File: config.mk
export PLATFORM = sky130hd
export DESIGN_NAME = clic_nested
export DESIGN_NICKNAME = d
export VERILOG_FILES = /design/src/rtl/clic_nested.sv
export SDC_FILE = /design/constraint.sdc
export NUM_CORES = 2
export LEC_CHECK = 0
export BUFFER_PORTS_ARGS = -buffer_cell sky130_fd_sc_hd__buf_2
export CORE_AREA = 2 2 381 383
export DETAILED_ROUTE_END_ITERATION = 16
export DIE_AREA = 0 0 383 385
export PLACE_DENSITY = 0.36
export SYNTH_ARGS = -nofsm -noshare
export SYNTH_HDL_FRONTEND = slang
export SYNTH_SLANG_ARGS = --single-unit
File: constraint.sdc
create_clock -name clk -period 98.9 [get_ports clk]
set_input_delay 9.89 -clock clk [delete_from_list [all_inputs] [get_ports clk]]
set_output_delay 9.89 -clock clk [all_outputs]
set_load 0.02 [all_outputs]
File: src/rtl/clic_nested.sv
//==============================================================================
// Module   : clic_nested
// Purpose  : Core-local interrupt controller with level/edge inputs, level
//            based arbitration, threshold and preemption nesting stack.
//            Optional machine timer on ID 7, enabled by macro CLIC_TIMER_EN.
// Revision : 1.0 - initial release
//==============================================================================
`default_nettype none

module clic_nested #(
    parameter int          NUM_IRQ    = 32,
    parameter int          NEST_DEPTH = 4,
    parameter logic [19:0] BASE       = 20'h90000
) (
    input  logic               clk,
    input  logic               resetb,
    input  logic               wready,
    input  logic [31:0]        waddr,
    input  logic [31:0]        wdata,
    input  logic [3:0]         wstrb,
    input  logic               rready,
    input  logic [31:0]        raddr,
    output logic [31:0]        rdata,
    output logic               rresp,
    input  logic [NUM_IRQ-1:0] ex_irq,
    input  logic               timer_en,
    input  logic               irq_ack,
    input  logic               irq_done,
    output logic               irq_valid,
    output logic [5:0]         irq_id,
    output logic [7:0]         irq_level,
    output logic [3:0]         nest_depth
);

    // Level: ctl bits above nlbits kept, remaining low bits forced to one.
    function automatic logic [7:0] calc_level(input logic [7:0] ctl, input logic [3:0] nlbits);
        logic [7:0] mask;
        mask = (nlbits >= 4'd8) ? 8'h00 : (8'hFF >> nlbits);
        return ctl | mask;
    endfunction

    // State
    logic [3:0]         nlbits_q, nlbits_d;
    logic [7:0]         thresh_q, thresh_d;
    logic [NUM_IRQ-1:0] ip_q, ip_d, ie_q, ie_d, attr_q, attr_d, ex_prev_q;
    logic [7:0]         ctl_q [NUM_IRQ];
    logic [7:0]         ctl_d [NUM_IRQ];
    logic [7:0]         stack_q [NEST_DEPTH];
    logic [7:0]         stack_d [NEST_DEPTH];
    logic [3:0]         depth_q, depth_d, depth_mid;
    logic [7:0]         active_q, active_d, active_mid;
    logic               irq_valid_q, irq_valid_d;
    logic [5:0]         irq_id_q, irq_id_d;
    logic [7:0]         irq_level_q, irq_level_d;
    logic [31:0]        rdata_q, rd_val;
    logic               rresp_q;

    // Bus decode
    logic        wr_hit, wr_irq, rd_hit, rd_irq;
    logic [11:0] woff, roff;
    logic [7:0]  wr_id, rd_id;
    assign woff   = waddr[11:0];
    assign roff   = raddr[11:0];
    assign wr_hit = wready && (waddr[31:12] == BASE);
    assign rd_hit = raddr[31:12] == BASE;
    assign wr_irq = wr_hit && (woff[11:10] == 2'b01);
    assign rd_irq = rd_hit && (roff[11:10] == 2'b01);
    assign wr_id  = woff[9:2];
    assign rd_id  = roff[9:2];

    logic ack_acc, done_acc;
    assign ack_acc  = irq_ack && irq_valid_q;
    assign done_acc = irq_done && (depth_q != 4'd0);

    logic unused_sigs;

`ifdef CLIC_TIMER_EN
    logic [63:0] mtime_q, mtime_d, mtimecmp_q, mtimecmp_d;
    logic        mt_wr;

    // Timer next state: byte-wise bus writes, which suppress the increment.
    always_comb begin
        mtime_d    = mtime_q;
        mtimecmp_d = mtimecmp_q;
        mt_wr      = 1'b0;
        for (int b = 0; b < 4; b++) begin
            if (wr_hit && woff == 12'h008 && wstrb[b]) begin
                mtime_d[8*b +: 8] = wdata[8*b +: 8];
                mt_wr = 1'b1;
            end
            if (wr_hit && woff == 12'h00C && wstrb[b]) begin
                mtime_d[32+8*b +: 8] = wdata[8*b +: 8];
                mt_wr = 1'b1;
            end
            if (wr_hit && woff == 12'h010 && wstrb[b]) mtimecmp_d[8*b +: 8]    = wdata[8*b +: 8];
            if (wr_hit && woff == 12'h014 && wstrb[b]) mtimecmp_d[32+8*b +: 8] = wdata[8*b +: 8];
        end
        if (!mt_wr && timer_en) mtime_d = mtime_q + 64'd1;
    end

    // Timer registers.
    always_ff @(posedge clk or negedge resetb) begin
        if (!resetb) begin
            mtime_q    <= 64'd0;
            mtimecmp_q <= 64'd0;
        end else begin
            mtime_q    <= mtime_d;
            mtimecmp_q <= mtimecmp_d;
        end
    end
    assign unused_sigs = ^{waddr[1:0], raddr[1:0]};
`else
    assign unused_sigs = ^{waddr[1:0], raddr[1:0], timer_en, wdata};
`endif

    // Configuration and per-IRQ register next state, including pending logic.
    always_comb begin
        nlbits_d = nlbits_q;
        thresh_d = thresh_q;
        if (wr_hit && woff == 12'h000 && wstrb[0]) nlbits_d = wdata[3:0];
        if (wr_hit && woff == 12'h004 && wstrb[0]) thresh_d = wdata[7:0];
        ip_d   = ip_q;
        ie_d   = ie_q;
        attr_d = attr_q;
        for (int i = 0; i < NUM_IRQ; i++) begin
            ctl_d[i] = ctl_q[i];
            if (wr_irq && int'(wr_id) == i) begin
                if (wstrb[3]) ctl_d[i]  = wdata[31:24];
                if (wstrb[2]) attr_d[i] = wdata[16];
                if (wstrb[1]) ie_d[i]   = wdata[8];
            end
            if (!attr_q[i]) begin
                ip_d[i] = ex_irq[i];
            end else begin
                if (ack_acc && irq_id_q == 6'(i)) ip_d[i] = 1'b0;
                if (wr_irq && int'(wr_id) == i && wstrb[0]) ip_d[i] = wdata[0];
                // A fresh edge always wins over a same-cycle clear.
                if (ex_irq[i] && !ex_prev_q[i]) ip_d[i] = 1'b1;
            end
`ifdef CLIC_TIMER_EN
            if (i == 7) ip_d[i] = (mtime_d >= mtimecmp_d);
`endif
        end
    end

    // Arbitration: highest level among enabled pending IRQs, lowest ID on ties.
    logic       found;
    logic [7:0] win_level, lv;
    logic [5:0] win_id;
    always_comb begin
        found     = 1'b0;
        win_level = 8'd0;
        win_id    = 6'd0;
        lv        = 8'd0;
        for (int i = 0; i < NUM_IRQ; i++) begin
            if (ie_q[i] && ip_q[i]) begin
                lv = calc_level(ctl_q[i], nlbits_q);
                if (!found || lv > win_level) begin
                    found     = 1'b1;
                    win_level = lv;
                    win_id    = 6'(i);
                end
            end
        end
        irq_valid_d = found && (win_level > thresh_q) && (win_level > active_q)
                      && (int'(depth_q) < NEST_DEPTH) && !ack_acc;
        irq_id_d    = irq_valid_d ? win_id    : 6'd0;
        irq_level_d = irq_valid_d ? win_level : 8'd0;
    end

    // Nesting stack: pop for done first, then push for ack.
    always_comb begin
        depth_mid  = depth_q;
        active_mid = active_q;
        if (done_acc) begin
            depth_mid = depth_q - 4'd1;
            for (int k = 0; k < NEST_DEPTH; k++)
                if (int'(depth_q) - 1 == k) active_mid = stack_q[k];
        end
        for (int k = 0; k < NEST_DEPTH; k++) begin
            stack_d[k] = stack_q[k];
            if (ack_acc && int'(depth_mid) == k) stack_d[k] = active_mid;
        end
        active_d = ack_acc ? irq_level_q : active_mid;
        depth_d  = ack_acc ? depth_mid + 4'd1 : depth_mid;
    end

    // Read data mux; anything outside the window or unmapped reads zero.
    always_comb begin
        rd_val = 32'd0;
        if (rd_hit) begin
            case (roff)
                12'h000: rd_val = {28'd0, nlbits_q};
                12'h004: rd_val = {24'd0, thresh_q};
`ifdef CLIC_TIMER_EN
                12'h008: rd_val = mtime_q[31:0];
                12'h00C: rd_val = mtime_q[63:32];
                12'h010: rd_val = mtimecmp_q[31:0];
                12'h014: rd_val = mtimecmp_q[63:32];
`endif
                12'h018: rd_val = {16'd0, active_q, 4'd0, depth_q};
                default: begin
                    for (int i = 0; i < NUM_IRQ; i++)
                        if (rd_irq && int'(rd_id) == i)
                            rd_val = {ctl_q[i], 7'd0, attr_q[i], 7'd0, ie_q[i], 7'd0, ip_q[i]};
                end
            endcase
        end
    end

    // All controller state with asynchronous active-low reset.
    always_ff @(posedge clk or negedge resetb) begin
        if (!resetb) begin
            nlbits_q    <= 4'd0;
            thresh_q    <= 8'd0;
            ip_q        <= '0;
            ie_q        <= '0;
            attr_q      <= '0;
            ex_prev_q   <= '0;
            for (int i = 0; i < NUM_IRQ; i++) ctl_q[i] <= 8'd0;
            for (int k = 0; k < NEST_DEPTH; k++) stack_q[k] <= 8'd0;
            depth_q     <= 4'd0;
            active_q    <= 8'd0;
            irq_valid_q <= 1'b0;
            irq_id_q    <= 6'd0;
            irq_level_q <= 8'd0;
            rdata_q     <= 32'd0;
            rresp_q     <= 1'b0;
        end else begin
            nlbits_q    <= nlbits_d;
            thresh_q    <= thresh_d;
            ip_q        <= ip_d;
            ie_q        <= ie_d;
            attr_q      <= attr_d;
            ex_prev_q   <= ex_irq;
            for (int i = 0; i < NUM_IRQ; i++) ctl_q[i] <= ctl_d[i];
            for (int k = 0; k < NEST_DEPTH; k++) stack_q[k] <= stack_d[k];
            depth_q     <= depth_d;
            active_q    <= active_d;
            irq_valid_q <= irq_valid_d;
            irq_id_q    <= irq_id_d;
            irq_level_q <= irq_level_d;
            if (rready) rdata_q <= rd_val;
            rresp_q     <= rready;
        end
    end

    assign rdata      = rdata_q;
    assign rresp      = rresp_q;
    assign irq_valid  = irq_valid_q;
    assign irq_id     = irq_id_q;
    assign irq_level  = irq_level_q;
    assign nest_depth = depth_q;

endmodule

`default_nettype wire

==> results.yml <==
worst_setup_path:
  crit_type: "reg2reg"
  r2r_setup_slack_ns: 22.32
  required_ns: 99.38
  worstPathMaxFanout: 26
  critPathMaxStageDelay_ns: 1.01
  cp_top_family: "compound AO/OA/AOI/OAI gates"
  path_buf_inv: 21
  end_kind: "flop"
  cpMostUsedCell: "ha_1"
  slowest_stage: "nor4_1"
  cp-start-kind: "flop"
  cp.arrival_ns: 77.05
placed_design:
  portBuffers: 167
  globalplace.congestion: 0.895
  dp_hpwl_um: 144000
outcome:
  status: "complete, no violations"
power_and_ir_drop:
  ir_drop_mv: 0.0115
  p_per_area_nw_per_um2: 11.6
  p_leak_uw: 0.0199
  p_total_uw: 473
floorplan:
  die_x_um: 383
  initial_core_util: 0.249
  dieArea_um2: 147000
  row_count: 139
  die_h_um: 385
  coreArea_um2: 143000
  pin_count: 191
route:
  via_count: 32906
  drtAntennaViolNets: 0
  first_pass_iters: 8
  vias_per_cell: 5.47
  post_drt_wl_per_cell_um: 30.4
  drt_iter0_drc: 2670
  route.detailed.drc: 0
  finalWirelength_um: 183000
clock_network:
  holdBufCountCts: 0
  path_clk_slew_ns: 0.06
  clock_sinks: 480
  clockBufferDepth: 3
  cts_htree_levels: 2
  numCtsBuffers: 55
  cts_root_buffer: "clkbuf_16"
  insertion_delay_ns: 0.65
  cts_resized: 0
  cts_tree: "yes"
  postCtsSetupBuffers: 0
grt:
  grt_pass1_wl_um: 257000
  grt_max_degree: 159
  grt.total_usage: 0.243
  grt_pass1_vias: 32629
  antenna_found_initial: 6
  overflow: 0
timing:
  finalCriticalPeriod_ns: 76.58
  relSlewSlack: 0.134
  max_freq_mhz: 13.1
  rsz0062_at_grt: "false"
  tns_ns: 0
  timing.hold.ws_ns: 0.490
  setup_viol: 0
  finalCritPeriodShare: 0.774
  final.setup_skew_ns: 0.0419
  slew_violations: 0
  worst_pin_slew_ns: 1.29
  hold_viol: 0
job:
  drv_cap: 0
finish:
  syn2layout_area_growth_pct: 14.1
  multi_input_area_um2: 22600
  drive_gt1_frac: 0.244
  seq_area_um2: 12000
  fillers: 15373
  nets: 4486
logic_synthesis:
  synth.distinct_cells: 105
  ys_seq_elements: 480
  syn_area_um2: 35700
  ys.flop_type: "dfrtp_1"
  yosysWarningCount: 0
  synth_edf_count: 0
  synth_seq_area_share: 0.336
  async_reset_ff_frac: 1.00
  netlist_instances: 3956
  avgSynthCellArea_um2: 9.03
hold_path:
  hold_path_class: "reg2reg"
registers in the layout (all words and copies together), names as in the netlist, 5 cells and up:
signal	flops
active_q	8
attr_q	32
ctl_q	256
ex_prev_q	32
ie_q	32
ip_q	32
irq_id	5
irq_level	8
rdata	25
stack_q	32
thresh_q	8
metrics by stage:
stage / cell area, um2 / setup WS, ns / std cells / util
after global routing: 40700 / 17.03 / 6019 / 0.285
after detailed placement: 38900 / 22.87 / 5920 / 0.272
after global placement: 38900 / 22.70 / 5920 / 0.272
after floorplan: 35700 / 41.30 / 3963 / -
after CTS: 40700 / 22.64 / 6018 / 0.285
final: 40700 / 22.32 / 6020 / 0.285
routing by layer:
metal | share of wire | vias to the layer above | track usage
li1 | - | 14948 | -
met1 | 0.46 | 16880 | 0.331
met2 | 0.48 | 892 | 0.408
met3 | 0.037 | 184 | 0.0204
met4 | 0.030 | 2 | 0.0678
met5 | 0.000098 | - | 0
final timing paths:
path	end	start	depth (start not counted)
worst max register to register	irq_id[0]	nlbits_q[2]	288
worst max-delay path	irq_id[0]	nlbits_q[2]	288
min in group asynchronous	irq_level[6]	resetb	1
max in group asynchronous	ctl_q[168]	resetb	3
worst min-delay path	rdata[0]	rdata[0]	1
worst min register to register	rdata[0]	rdata[0]	1
synth_stat cells, types with 29 or more instances:
master	n	area share
dfrtp_1	480	0.34
nand2_1	415	0.044
mux2_2	395	0.12
nor2_1	336	0.035
ha_1	273	0.096
a21oi_1	209	0.029
o21ai_0	187	0.026
or2_2	184	0.032
clkbuf_1	143	0.015
inv_1	133	0.014
nand3_1	107	0.015
a22o_1	78	0.019
a21o_1	74	0.016
a22oi_1	66	0.014
nor3_1	65	0.0091
nand4_1	62	0.011
a211oi_1	46	0.0097
a221oi_1	44	0.011
o21a_1	42	0.0088
a31oi_1	39	0.0068
nor2b_1	37	0.0065
a31o_2	32	0.0078
o22ai_1	32	0.0056
nand2b_1	31	0.0054
o211ai_1	29	0.0061
power by group:
| part | switching, uW | total [uW] | internal, uW | leakage (uW) |
|---|---|---|---|---|
| sequential | 6.19 | 206 | 200 | 0.00650 |
| combinational | 33.4 | 49.6 | 16.2 | 0.0125 |
| clock | 92.8 | 217 | 125 | 0.000900 |
| total | 132 | 473 | 341 | 0.0199 |
cell type report:
cell class | instances | share of cell area
Antenna cell | 2 | 0.000123
Inverter | 136 | 0.0125
Clock inverter | 15 | 0.00596
Clock buffer | 83 | 0.0393
Tap cell | 1903 | 0.0585
Sequential cell | 480 | 0.295
Multi-Input combinational cell | 3164 | 0.555
Timing Repair Buffer | 237 | 0.0340
cells by family (layout without fill, tap and decap cells):
family	count (synthesis)	count (layout)	synth area share
xor+xnor	5	5	0.00123
flops	480	480	0.336
buf+inv	319	471	0.0351
fa+ha+maj	273	273	0.0957
mux	422	422	0.132
compound gates	1089	1089	0.214
simple gates	1367	1367	0.186
other cells	1	10	0.000105
cells in the final DEF, fill, tap and decap left out, drive strengths merged, types with 12 or more instances in the layout:
| master | instances |
|---|---|
| a31o | 32 |
| mux2i | 27 |
| ha | 273 |
| and4 | 12 |
| clkbuf | 83 |
| nor2b | 37 |
| inv | 134 |
| o21ai | 197 |
| o31ai | 18 |
| nor3 | 70 |
| nor2 | 339 |
| o211ai | 29 |
| nand2 | 416 |
| a22oi | 67 |
| buf | 237 |
| a31oi | 40 |
| or3 | 13 |
| a221oi | 44 |
| dfrtp | 480 |
| a211oi | 47 |
| nand3 | 107 |
| mux2 | 395 |
| a21o | 75 |
| o21a | 42 |
| o311ai | 12 |
| nand4 | 64 |
| o22ai | 32 |
| a21oi | 214 |
| nand2b | 31 |
| or2 | 186 |
| a222oi | 21 |
| and3 | 25 |
| nor4 | 24 |
| a22o | 78 |
| and2 | 30 |
Power figures use the tool's default switching activity.
